$ cat config.mk
export PLATFORM = sky130hd
export DESIGN_NAME = fetch_ctrl
export DESIGN_NICKNAME = d
export VERILOG_FILES = /design/src/rtl/fetch_ctrl_pkg.sv /design/src/rtl/fetch_ctrl_hold_buf.sv /design/src/rtl/fetch_ctrl.sv
export SDC_FILE = /design/constraint.sdc
export NUM_CORES = 1
export LEC_CHECK = 0
export CAP_MARGIN = 20
export CORE_MARGIN = 1
export CORE_UTILIZATION = 55
export CTS_CLUSTER_DIAMETER = 150
export DETAILED_ROUTE_END_ITERATION = 8
export GPL_TIMING_DRIVEN = 0
export MAX_ROUTING_LAYER = met4
export PLACE_DENSITY_LB_ADDON = 0.25
export SLEW_MARGIN = 15
export SYNTH_ARGS = -nofsm -noshare
export SYNTH_HDL_FRONTEND = slang
export SYNTH_HIERARCHICAL = 1
export SYNTH_SLANG_ARGS = --single-unit
$ cat constraint.sdc
create_clock -name clk -period 5.9 [get_ports clk]
set_input_delay 1.77 -clock clk [delete_from_list [all_inputs] [get_ports clk]]
set_output_delay 1.77 -clock clk [all_outputs]
set_load 0.01 [all_outputs]
$ cat src/rtl/fetch_ctrl_pkg.sv
// fetch_ctrl_pkg: shared fetch FSM states, widths, default NOP and target alignment
package fetch_ctrl_pkg;
    localparam int XLEN = 32;
    localparam logic [XLEN-1:0] NOP_INST_DEF = 32'h0000_0013;
    typedef enum logic [1:0] {S_IDLE, S_REQ, S_WAIT, S_HOLD} state_t;
    function automatic logic [XLEN-1:0] word_align(input logic [XLEN-1:0] a);
        return {a[XLEN-1:2], 2'b00};
    endfunction
endpackage

$ cat src/rtl/fetch_ctrl_hold_buf.sv
// fetch_ctrl_hold_buf: one-entry {pc,inst} buffer; ports load_i/clear_i/pc_i/inst_i in, valid_o/pc_o/inst_o out; clear wins over load
module fetch_ctrl_hold_buf
    import fetch_ctrl_pkg::*;
(
    input  logic            clk,
    input  logic            rst,
    input  logic            load_i,
    input  logic            clear_i,
    input  logic [XLEN-1:0] pc_i,
    input  logic [XLEN-1:0] inst_i,
    output logic            valid_o,
    output logic [XLEN-1:0] pc_o,
    output logic [XLEN-1:0] inst_o
);
    logic            valid_q;
    logic [XLEN-1:0] pc_q, inst_q;
    always_ff @(posedge clk) begin
        if (!rst || clear_i) begin
            valid_q <= 1'b0;
            pc_q    <= '0;
            inst_q  <= '0;
        end else if (load_i) begin
            valid_q <= 1'b1;
            pc_q    <= pc_i;
            inst_q  <= inst_i;
        end
    end
    assign valid_o = valid_q;
    assign pc_o    = pc_q;
    assign inst_o  = inst_q;
endmodule

$ cat src/rtl/fetch_ctrl.sv
// fetch_ctrl: PC owner and req/gnt/rvalid IMEM sequencer; redirects (trap>branch) in, imem_req/imem_addr out, {if_valid,if_pc,if_inst} and flush_o to IF/ID
module fetch_ctrl
    import fetch_ctrl_pkg::*;
#(
    parameter logic [XLEN-1:0] RESET_PC = 32'h0000_0000,
    parameter logic [XLEN-1:0] NOP_INST = NOP_INST_DEF
) (
    input  logic            clk,
    input  logic            rst,
    input  logic            trap_ctrl,
    input  logic [XLEN-1:0] trap_addr,
    input  logic            br_ctrl,
    input  logic [XLEN-1:0] br_addr,
    input  logic            pc_stall,
    output logic            imem_req,
    output logic [XLEN-1:0] imem_addr,
    input  logic            imem_gnt,
    input  logic            imem_rvalid,
    input  logic [XLEN-1:0] imem_rdata,
    output logic            if_valid,
    output logic [XLEN-1:0] if_pc,
    output logic [XLEN-1:0] if_inst,
    output logic            flush_o
);
    state_t          state_q, state_d;
    logic [XLEN-1:0] pc_q, pc_d, req_pc_q, req_pc_d, if_pc_q, if_pc_d, if_inst_q, if_inst_d;
    logic            drop_q, drop_d, if_valid_q, if_valid_d, flush_q, flush_d;
    logic            redirect, buf_load, buf_clear, buf_valid;
    logic [XLEN-1:0] target, buf_pc, buf_inst;

    assign redirect = (trap_ctrl | br_ctrl) && state_q != S_IDLE;
    assign target   = word_align(trap_ctrl ? trap_addr : br_addr);

    fetch_ctrl_hold_buf u_buf (
        .clk     (clk),
        .rst     (rst),
        .load_i  (buf_load),
        .clear_i (buf_clear),
        .pc_i    (req_pc_q),
        .inst_i  (imem_rdata),
        .valid_o (buf_valid),
        .pc_o    (buf_pc),
        .inst_o  (buf_inst)
    );

    always_comb begin
        state_d    = state_q;
        pc_d       = pc_q;
        req_pc_d   = req_pc_q;
        drop_d     = drop_q;
        if_valid_d = pc_stall & if_valid_q;
        if_pc_d    = if_pc_q;
        if_inst_d  = if_inst_q;
        flush_d    = redirect;
        buf_load   = 1'b0;
        buf_clear  = 1'b0;
        case (state_q)
            S_IDLE: state_d = S_REQ;
            S_REQ: begin
                if (imem_gnt) begin
                    state_d  = S_WAIT;
                    req_pc_d = pc_q;
                end
            end
            S_WAIT: begin
                if (imem_rvalid) begin
                    // pc already holds the redirect target when a stale response is eaten
                    if (drop_q) begin
                        drop_d  = 1'b0;
                        state_d = S_REQ;
                    end else if (pc_stall) begin
                        buf_load = 1'b1;
                        state_d  = S_HOLD;
                    end else begin
                        if_valid_d = 1'b1;
                        if_pc_d    = req_pc_q;
                        if_inst_d  = imem_rdata;
                        pc_d       = req_pc_q + 32'd4;
                        state_d    = S_REQ;
                    end
                end
            end
            default: begin
                if (!pc_stall && buf_valid) begin
                    if_valid_d = 1'b1;
                    if_pc_d    = buf_pc;
                    if_inst_d  = buf_inst;
                    pc_d       = buf_pc + 32'd4;
                    buf_clear  = 1'b1;
                    state_d    = S_REQ;
                end
            end
        endcase
        // A request already accepted (or still in flight) must have its response dropped
        if (redirect) begin
            pc_d       = target;
            if_valid_d = 1'b0;
            buf_load   = 1'b0;
            buf_clear  = 1'b1;
            state_d    = ((state_q == S_REQ && imem_gnt) || (state_q == S_WAIT && !imem_rvalid)) ? S_WAIT : S_REQ;
            drop_d     = state_d == S_WAIT;
        end
        if (!if_valid_d) if_inst_d = NOP_INST;
    end

    always_ff @(posedge clk) begin
        if (!rst) begin
            state_q    <= S_IDLE;
            pc_q       <= RESET_PC;
            req_pc_q   <= RESET_PC;
            drop_q     <= 1'b0;
            if_valid_q <= 1'b0;
            if_pc_q    <= '0;
            if_inst_q  <= NOP_INST;
            flush_q    <= 1'b0;
        end else begin
            state_q    <= state_d;
            pc_q       <= pc_d;
            req_pc_q   <= req_pc_d;
            drop_q     <= drop_d;
            if_valid_q <= if_valid_d;
            if_pc_q    <= if_pc_d;
            if_inst_q  <= if_inst_d;
            flush_q    <= flush_d;
        end
    end

    assign imem_req  = state_q == S_REQ;
    assign imem_addr = pc_q;
    assign if_valid  = if_valid_q;
    assign if_pc     = if_pc_q;
    assign if_inst   = if_inst_q;
    assign flush_o   = flush_q;
endmodule
==> summary.txt <==
Hold path
  – Hold path start: imem_addr[2]
  – Hold crit path type: reg -> reg
  – Hold depth: 2
  – Worst Hold Path EP: req_pc_q[2]

Floorplan
  – Die footprint: 17200 um2
  – Initial Util: 57.0%
  – I/O pins: 202
  – Core area: 16100 um2
  – Chip Height: 131 um
  – Die width: 131 um
  – Row Count: 46

Route
  – DRT antenna net count: 0
  – Drc violations: 0
  – Via/cell ratio: 5.99
  – Final Routed Wirelength: 30000 um
  – Pre-antenna DRT Iters: 7
  – DRT iter0 DRCs: 899
  – Via Count: 8762
  – Drt wl/cell: 20.5 um

STA
  – Worst-Margin Slew: 1.03 ns
  – Hold Slack: 0.474 ns
  – Max Freq: 225 MHz
  – Tcrit/Tclk final: 75.3%
  – Setup violations, final: 0
  – Total negative slack: 0 ns
  – Skew final: 0.0191 ns
  – RSZ-0062 raised after global routing: false
  – Worst relative slew slack: 31.1%
  – Crit path time final: 4.44 ns
  – Final Hold Vio Count: 0
  – Fin. max-slew vios: 0

Worst setup path
  – Slowest CP cell: nor4_1
  – Worst EP required: 6.23 ns
  – CP Max Fanout: 10
  – Buffers & Inverters on Critical Path: 6
  – Worst r2r path cells: 15
  – Cell repeated most along the worst path: buf_4
  – Worst reg-to-reg setup slack: 1.46 ns
  – End of the worst register-to-register path: imem_addr[30]
  – Crit path DAT: 4.78 ns
  – CP Cell Sequence: inv_1 -> ha_1 -> buf_4 -> buf_2 -> buf_8 -> buf_4 -> buf_4 -> mux2_2 -> ha_1 -> nand4_1 -> nor2_1 -> o211ai_1 -> nor4_1 -> xor2_1 -> o22ai_1
  – Biggest cell delay along the critical path: 0.54 ns
  – CP Class: reg -> reg
  – Crit end category: flip-flop
  – Top delay family on crit path: buffers and inverters
  – RR Startpoint: state_q[0]
  – Startpoint Class: flip-flop

Finish
  – Antenna cell count: 0
  – Fillers: 1198
  – Fraction of layout cells with a size suffix above 1: 6.58%
  – Sequential cell area: 3960 um2
  – Area growth syn-to-layout: 30.9%
  – Final nets: 1343
  – Area of the multi-input gates: 4700 um2

GRT
  – Initial antenna violation count: 0
  – Grt ovf: 0
  – Largest net degree at the start of global routing: 20
  – Vias in the first global route: 8530
  – GRT Overall Usage: 37.2%
  – First-pass GRT wire length: 46000 um

Logic synthesis
  – Top post-synthesis cells by area: dfxtp_1, mux2i_1, nor2_1
  – Register bit total from synthesis: 198
  – Cell variety after synth: 61
  – Cell area after synthesis: 9150 um2
  – Ys Warns: 6
  – Syn avg cell area: 8.99 um2
  – Sequential area share after synthesis: 43.3%
  – Synth cell count leaders: dfxtp_1, nor2_1, mux2i_1
  – Ys async rst share: 0%
  – Count leader, synth: dfxtp_1
  – Post-synth EDFFs: 0
  – Syn Nets: 1128
  – Dominant cell type by area after synthesis: dfxtp_1
  – Prevailing post-synth register cell: dfxtp_1
  – Yosys top cell area share: 43.3%
  – Syn Inst Count: 1018

Clocking
  – Root Buffer: clkbuf_16
  – Cts bufs inserted: 17
  – Longest Clk Path Bufs: 2
  – Num Clock Sinks: 198
  – Post_cts resized: 0
  – Hold-fix buffers, CTS: 0
  – TritonCTS clock tree: yes
  – Post-CTS setup buffer count: 0
  – Clk slew on worst S/H paths: 0.08 ns
  – H-tree depth: 4
  – Clock Latency Late Sink: 0.45 ns

Placed design
  – Final GP Congestion: 0.961
  – Port Buffer Count: 196
  – Post-DP HPWL: 21200 um

Pwr
  – Total Power: 0.00381 W
  – Pwr dens: 318 nW/um2
  – Max IR drop VDD: 0.249 mV
  – Leak: 3.91 nW

Run status
  – Outcome: completed

Job
  – Number of maximum-capacitance violations: 0
area by class of cell:
type | instances | area share [%]
timing repair buffer | 196 | 16.4
clock inverter | 12 | 1.07
tap | 216 | 2.26
sequential | 198 | 33.1
clock buffer | 20 | 3.90
buffer | 76 | 3.79
multi-input combinational | 735 | 39.2
inverter | 9 | 0.282
report_power, final:
| part | internal (W) | switching [W] |
|---|---|---|
| registers | 0.00144 | 0.000100 |
| clock network | 0.000599 | 0.000577 |
| logic | 0.000461 | 0.000630 |
cells by family (layout without fill, tap and decap cells):
family / count (synthesis) / after routing / share of synthesized area, %
buffers and inverters: 85 / 313 / 5.33
AOI/OAI and AO/OA: 209 / 209 / 15.3
DFF: 198 / 198 / 43.3
adders and majority gates: 7 / 7 / 0.957
and+or+nand+nor: 348 / 348 / 16.6
muxes: 148 / 148 / 16.3
xor gates and xnor gates: 23 / 23 / 2.20
worst min-delay path, stage by stage, from the launching register on:
cell and delay [ns]:
dfxtp_1 0.33, nand2_1 0.06, a21oi_1 0.05
layer usage:
metal / global-route usage, % / share of wire [%] / wire length, um / vias up
li1: - / - / - / 4036
met5: - / 0 / 0 / -
met2: 57.8 / 46 / 13700 / 463
met1: 45.4 / 41 / 12400 / 4151
met3: 8.55 / 8.7 / 2610 / 112
met4: 18.6 / 4.5 / 1330 / 0
state kept, by name, indices dropped and copies added, names as in the netlist:
register	cells
if_inst	32
imem_addr	32
u_buf/valid_o	1
if_pc	32
state_q	2
flush_o	1
drop_q	1
req_pc_q	32
if_valid	1
u_buf/inst_o	32
u_buf/pc_o	32
metrics by stage:
stage | cells | utilization [%] | area [um2] | setup WS [ns]
detailed placement | 1430 | 70.9 | 11400 | 1.26
finish | 1462 | 74.6 | 12000 | 1.46
floorplan | 1018 | - | 9150 | 2.17
global route | 1462 | 74.6 | 12000 | 1.29
CTS | 1462 | 74.6 | 12000 | 1.62
global placement | 1430 | 70.9 | 11400 | 1.26
placed cells by master, fill, tap and decap left out, drive strengths merged, types with 3 or more instances in the layout:
master and instances:
a211o 3, a211oi 71, a21oi 55, a221oi 9, a311oi 6, a31oi 11
and3 3, buf 31, clkbuf 65, clkdlybuf4s50 196, clkinv 4, dfxtp 198
ha 7, inv 17, mux2 5, mux2i 143, nand2 110, nand2b 5
nand3 17, nand3b 9, nand4 10, nand4b 4, nor2 161, nor2b 10
nor3 6, o211ai 4, o21ai 25, o22ai 6, o311ai 4, or4 3
xnor2 9, xor2 14
worst max-delay path by stage:
stage | slack, ns | cells after the start | end | startpoint
6_report | 1.46 | 15 | imem_addr[30] | state_q[0]
5_1_grt | 1.29 | 15 | imem_addr[30] | state_q[0]
4_1_cts | 1.62 | 15 | imem_addr[28] | state_q[0]
3_5_place_dp | 1.26 | 10 | u_buf/inst_o[24] | br_ctrl
3_3_place_gp | 1.26 | 10 | u_buf/pc_o[20] | br_ctrl
2_1_floorplan | 2.17 | 10 | u_buf/inst_o[19] | trap_ctrl
No activity file was read; power rests on OpenSTA's default activity.
==> patch 1: new RTL, same flow settings <==
`XLEN`: 32 -> 48.
--- a/src/rtl/fetch_ctrl_pkg.sv
+++ b/src/rtl/fetch_ctrl_pkg.sv
@@ -1,5 +1,5 @@
 // fetch_ctrl_pkg: shared fetch FSM states, widths, default NOP and target alignment
 package fetch_ctrl_pkg;
-    localparam int XLEN = 32;
+    localparam int XLEN = 48;
     localparam logic [XLEN-1:0] NOP_INST_DEF = 32'h0000_0013;
     typedef enum logic [1:0] {S_IDLE, S_REQ, S_WAIT, S_HOLD} state_t;
Ports: changed (6 resized); port bits go from 202 to 298. The function was not compared with the original's and may differ.
==> patch 1 against the unedited design <==
Synthesized area is 50% higher; wire length rose by 58%; via count is 49% higher; worst setup slack lost 1.2 ns; sequential share of layout area is 0.63 points lower; synthesized cell count up 49%; sequential cell count up 96; clock power is 67% higher; largest cell class unchanged; cell area rose by 51%; power increased by 53%.
==> patch 1: results <==
outcome:
  outcome: "finished clean"
clocking:
  numCtsBuffers: 31
  clock_latency_ns: 0.57
  htreeDepth: 1
  clk_pin_slew_ns: 0.06
detailed_routing:
  routed-via-count: 13100
  first_iter_violations: 1250
  dr_wl_met2_mm: 21.7
  wirelength_mm: 47.5
  dr_wl_met3_mm: 4.22
critical_path:
  crit_slowest_cell: "nand4_1"
  critPathArrivalTime_ns: 6.11
  r2r_slack_ns: 0.24
  cp_slowest_stage_delay_ns: 0.52
place:
  place_area_sq_um: 17100
  io_buffers: 293
  gp_congestion: 0.927
  hpwlAfterDp_mm: 34.5
pwr:
  max-vdd-ir-drop_uv: 231
  leakagePower_uw: 0.00654
  switching_share_pct: 32.2
global_route:
  gr-usage-met3_pct: 5.45
  gr-usage-met2_pct: 58.5
  grt_pass1_wl_mm: 71.8
  met1_usage_pct: 47.3
  grt_usage_pct: 36.9
  grt_pass1_vias: 12800
synthesis:
  synthTopCellsByArea: "dfxtp_1, mux2i_1, nand2_1"
  synth_nets: 1672
  ys_top_cells_by_count: "dfxtp_1, mux2i_1, nand2_1, nor2_1, clkbuf_1"
  ys_seq_area_share_pct: 42.8
timing:
  hold_ws_ns: 0.468
  fin_skew_ns: 0.0150
  worstMarginPinSlew_ns: 1.09
cells_and_area:
  layout.nets: 1999
  nFillCells: 1863
  drive_gt1_share_pct: 5.74
==> patch 1: cell types whose count changed in the layout (fill, tap and decap cells not counted), moves of 23 or more <==
| cell | unedited run | this run |
|---|---|---|
| a211oi_1 | 71 | 47 |
| a21boi_0 | 2 | 51 |
| clkbuf_1 | 39 | 89 |
| clkdlybuf4s50_1 | 196 | 293 |
| dfxtp_1 | 198 | 294 |
| mux2i_1 | 143 | 217 |
| nand2_1 | 110 | 212 |
| nand3_1 | 16 | 39 |
| o211a_1 | 0 | 47 |
| o21ai_0 | 23 | 50 |
==> patch 1: logic make-up (layout without fill, tap and decap cells) <==
logic type / Yosys count / count (layout) / synth area share (%)
compound gates: 319 / 319 / 16.6
xor+xnor: 36 / 36 / 2.29
fa+ha+maj: 7 / 7 / 0.636
buf+inv: 123 / 473 / 4.20
flops: 294 / 294 / 42.8
mux: 236 / 236 / 17.3
other cells: 0 / 1 / 0
simple gates: 499 / 499 / 16.2
==> patch 1: cell type report <==
| cell class | instances | area [sq um] | area share [%] |
|---|---|---|---|
| tap | 324 | 405 | 2.24 |
| buffer | 118 | 559 | 3.09 |
| inverter | 5 | 18.8 | 0.104 |
| sequential | 294 | 5890 | 32.5 |
| clock buffer | 45 | 878 | 4.85 |
| antenna | 1 | 2.50 | 0.0138 |
| multi-input combinational | 1097 | 7300 | 40.3 |
| timing repair buffer | 294 | 2940 | 16.2 |
| clock inverter | 11 | 138 | 0.759 |
==> patch 1: power by group through the flow <==
| stage | combinational, uW | sequential (uW) | clock (uW) |
|---|---|---|---|
| 6_report | 1540 | 2300 | 1970 |
| 5_1_grt | 1620 | 2320 | 2050 |
| 4_1_cts | 1510 | 2300 | 1970 |
| 3_5_place_dp | 1500 | 2340 | 0 |
| 3_3_place_gp | 1480 | 2330 | 0 |
| 2_1_floorplan | 768 | 2340 | 0 |
==> patch 1: per-stage QoR <==
step | cells | power, uW | setup slack, ns
after global placement | 2131 | 3820 | 0.643
after CTS | 2187 | 5770 | 0.494
after floorplan | 1514 | 3110 | 2.38
final | 2189 | 5810 | 0.239
after detailed placement | 2131 | 3840 | 0.579
after global routing | 2189 | 5990 | 0.242
==> patch 1: path summary, 6_finish.rpt <==
| path | start | to |
|---|---|---|
| max | state_q[0]$_SDFFE_PN0P_ | imem_addr[46]$_SDFFE_PN0P_ |
| min | if_pc[3]$_SDFFE_PN0P_ | if_pc[3]$_SDFFE_PN0P_ |
| min reg2reg | if_pc[3]$_SDFFE_PN0P_ | if_pc[3]$_SDFFE_PN0P_ |
| max reg2reg | state_q[0]$_SDFFE_PN0P_ | imem_addr[46]$_SDFFE_PN0P_ |
==> patch 2: new RTL, same flow settings <==
Made on the original files. Reset style: asynchronous (`rst`), changed in one clocked block.
--- a/src/rtl/fetch_ctrl.sv
+++ b/src/rtl/fetch_ctrl.sv
@@ -104,5 +104,5 @@
     end
 
-    always_ff @(posedge clk) begin
+    always_ff @(posedge clk or negedge rst) begin
         if (!rst) begin
             state_q    <= S_IDLE;
Check against the original RTL: differs if rst is asserted again (counterexample within 4 cycles, from zero or initial values and one cycle with rst low); with rst held inactive, the same outputs for 4 cycles.
==> patch 2 against the unedited design <==
Sequential power is 23% higher; sequential cell count stayed put; worst hold slack better by 0.0059 ns; wire length is 12% lower; worst setup slack worse by 0.059 ns; synthesized area is 1.9% higher; critical path depth stayed put; synthesized cell count is 12% lower; core utilization is 0.91 points lower; power is 24% higher; cell area is 2.0% higher.
==> patch 2: results <==
synthesis:
  synthFlopType: "dfrtp_1"
  synthAdderAreaFrac_pct: 0.805
  ys_top_cells_by_count: "mux2i_1, dfrtp_1, nor2_1, nand2_1, dfxtp_1"
  synth-compound-area-share_pct: 10.3
  synthXorXnorAreaFrac_pct: 2.44
  ys_seq_area_share_pct: 49.7
  synth.area.mux_share_pct: 20.1
  async_flop_share_pct: 67.2
  synth_cells: 891
  synthDistinctLibCells: 55
  synth_nets: 1000
  synthTopCellsByArea: "dfrtp_1, mux2i_1, dfxtp_1"
pwr:
  leakagePower_uw: 0.00457
  max-vdd-ir-drop_uv: 254
  switching_share_pct: 34.4
cells_and_area:
  register_area_sq_um: 4630
  final-clk-cell-share_pct: 5.11
  multi_input_area_share_pct: 35.4
  nFillCells: 1251
  layout.nets: 1216
  nonClockInverterCount: 8
  buf_share_pct: 19.1
  nFlopsAndLatches: 198
  nNonClkBuffers: 260
  final_cells: 1340
  postLayoutCellArea_sq_um: 12200
  n_antenna_cell: 0
  nMultiInputCombCells: 622
  drive_gt1_share_pct: 9.02
  nClkBuffers: 18
global_route:
  grt_max_degree: 69
  grt_pass1_vias: 8014
  grt_usage_pct: 32.2
  grt_pass1_wl_mm: 42.2
clocking:
  clockBufferDepth: 2
critical_path:
  cp_slowest_stage_delay_ns: 0.52
  reg2reg_from: "state_q[0]$_DFFE_PN0P_"
  timing.rr.end: "imem_addr[24]$_DFFE_PN0P_"
detailed_routing:
  wirelength_mm: 26.4
  firstDrtPassIters: 5
  routed-via-count: 7854
  first_iter_violations: 535
hold_path:
  worstHoldEndpoint: "if_pc[13]$_DFFE_PN0P_"
  min_from: "if_pc[13]$_DFFE_PN0P_"
timing:
  fin_skew_ns: 0.0109
  worst_slack_ns: 1.40
  worstMarginPinSlew_ns: 0.990
  hold_ws_ns: 0.480
place:
  hpwlAfterDp_mm: 18.7
  place_ws_ns: 1.27
  gp_congestion: 0.910
outcome:
  outcome: "finished clean"
-- patch 2: cell count changes in the layout (fill, tap and decap cells not counted), moves of 8 or more --
cell      delta
dfrtp_1    +130
clkbuf_1    -10
nand2_1     -41
buf_1        +8
a21oi_1     -44
mux2_2      +30
nor2_1      -38
dfxtp_1    -133
o21ai_0     +13
a211oi_1    -28
-- patch 2: metal layers --
layer	GRT usage, %	up-vias	part of all wire [%]
met5	-	-	0
met4	16.3	0	3.7
met3	8.11	78	7.8
met2	50.2	328	47
met1	38.8	3834	41
li1	-	3614	-
-- patch 2: power groups by stage --
stage | clock [uW] | combinational (uW) | sequential, uW
global placement | 0 | 1550 | 1900
floorplan | 0 | 820 | 1920
CTS | 1240 | 1600 | 1890
global route | 1300 | 1710 | 1930
detailed placement | 0 | 1590 | 1910
finish | 1230 | 1600 | 1900
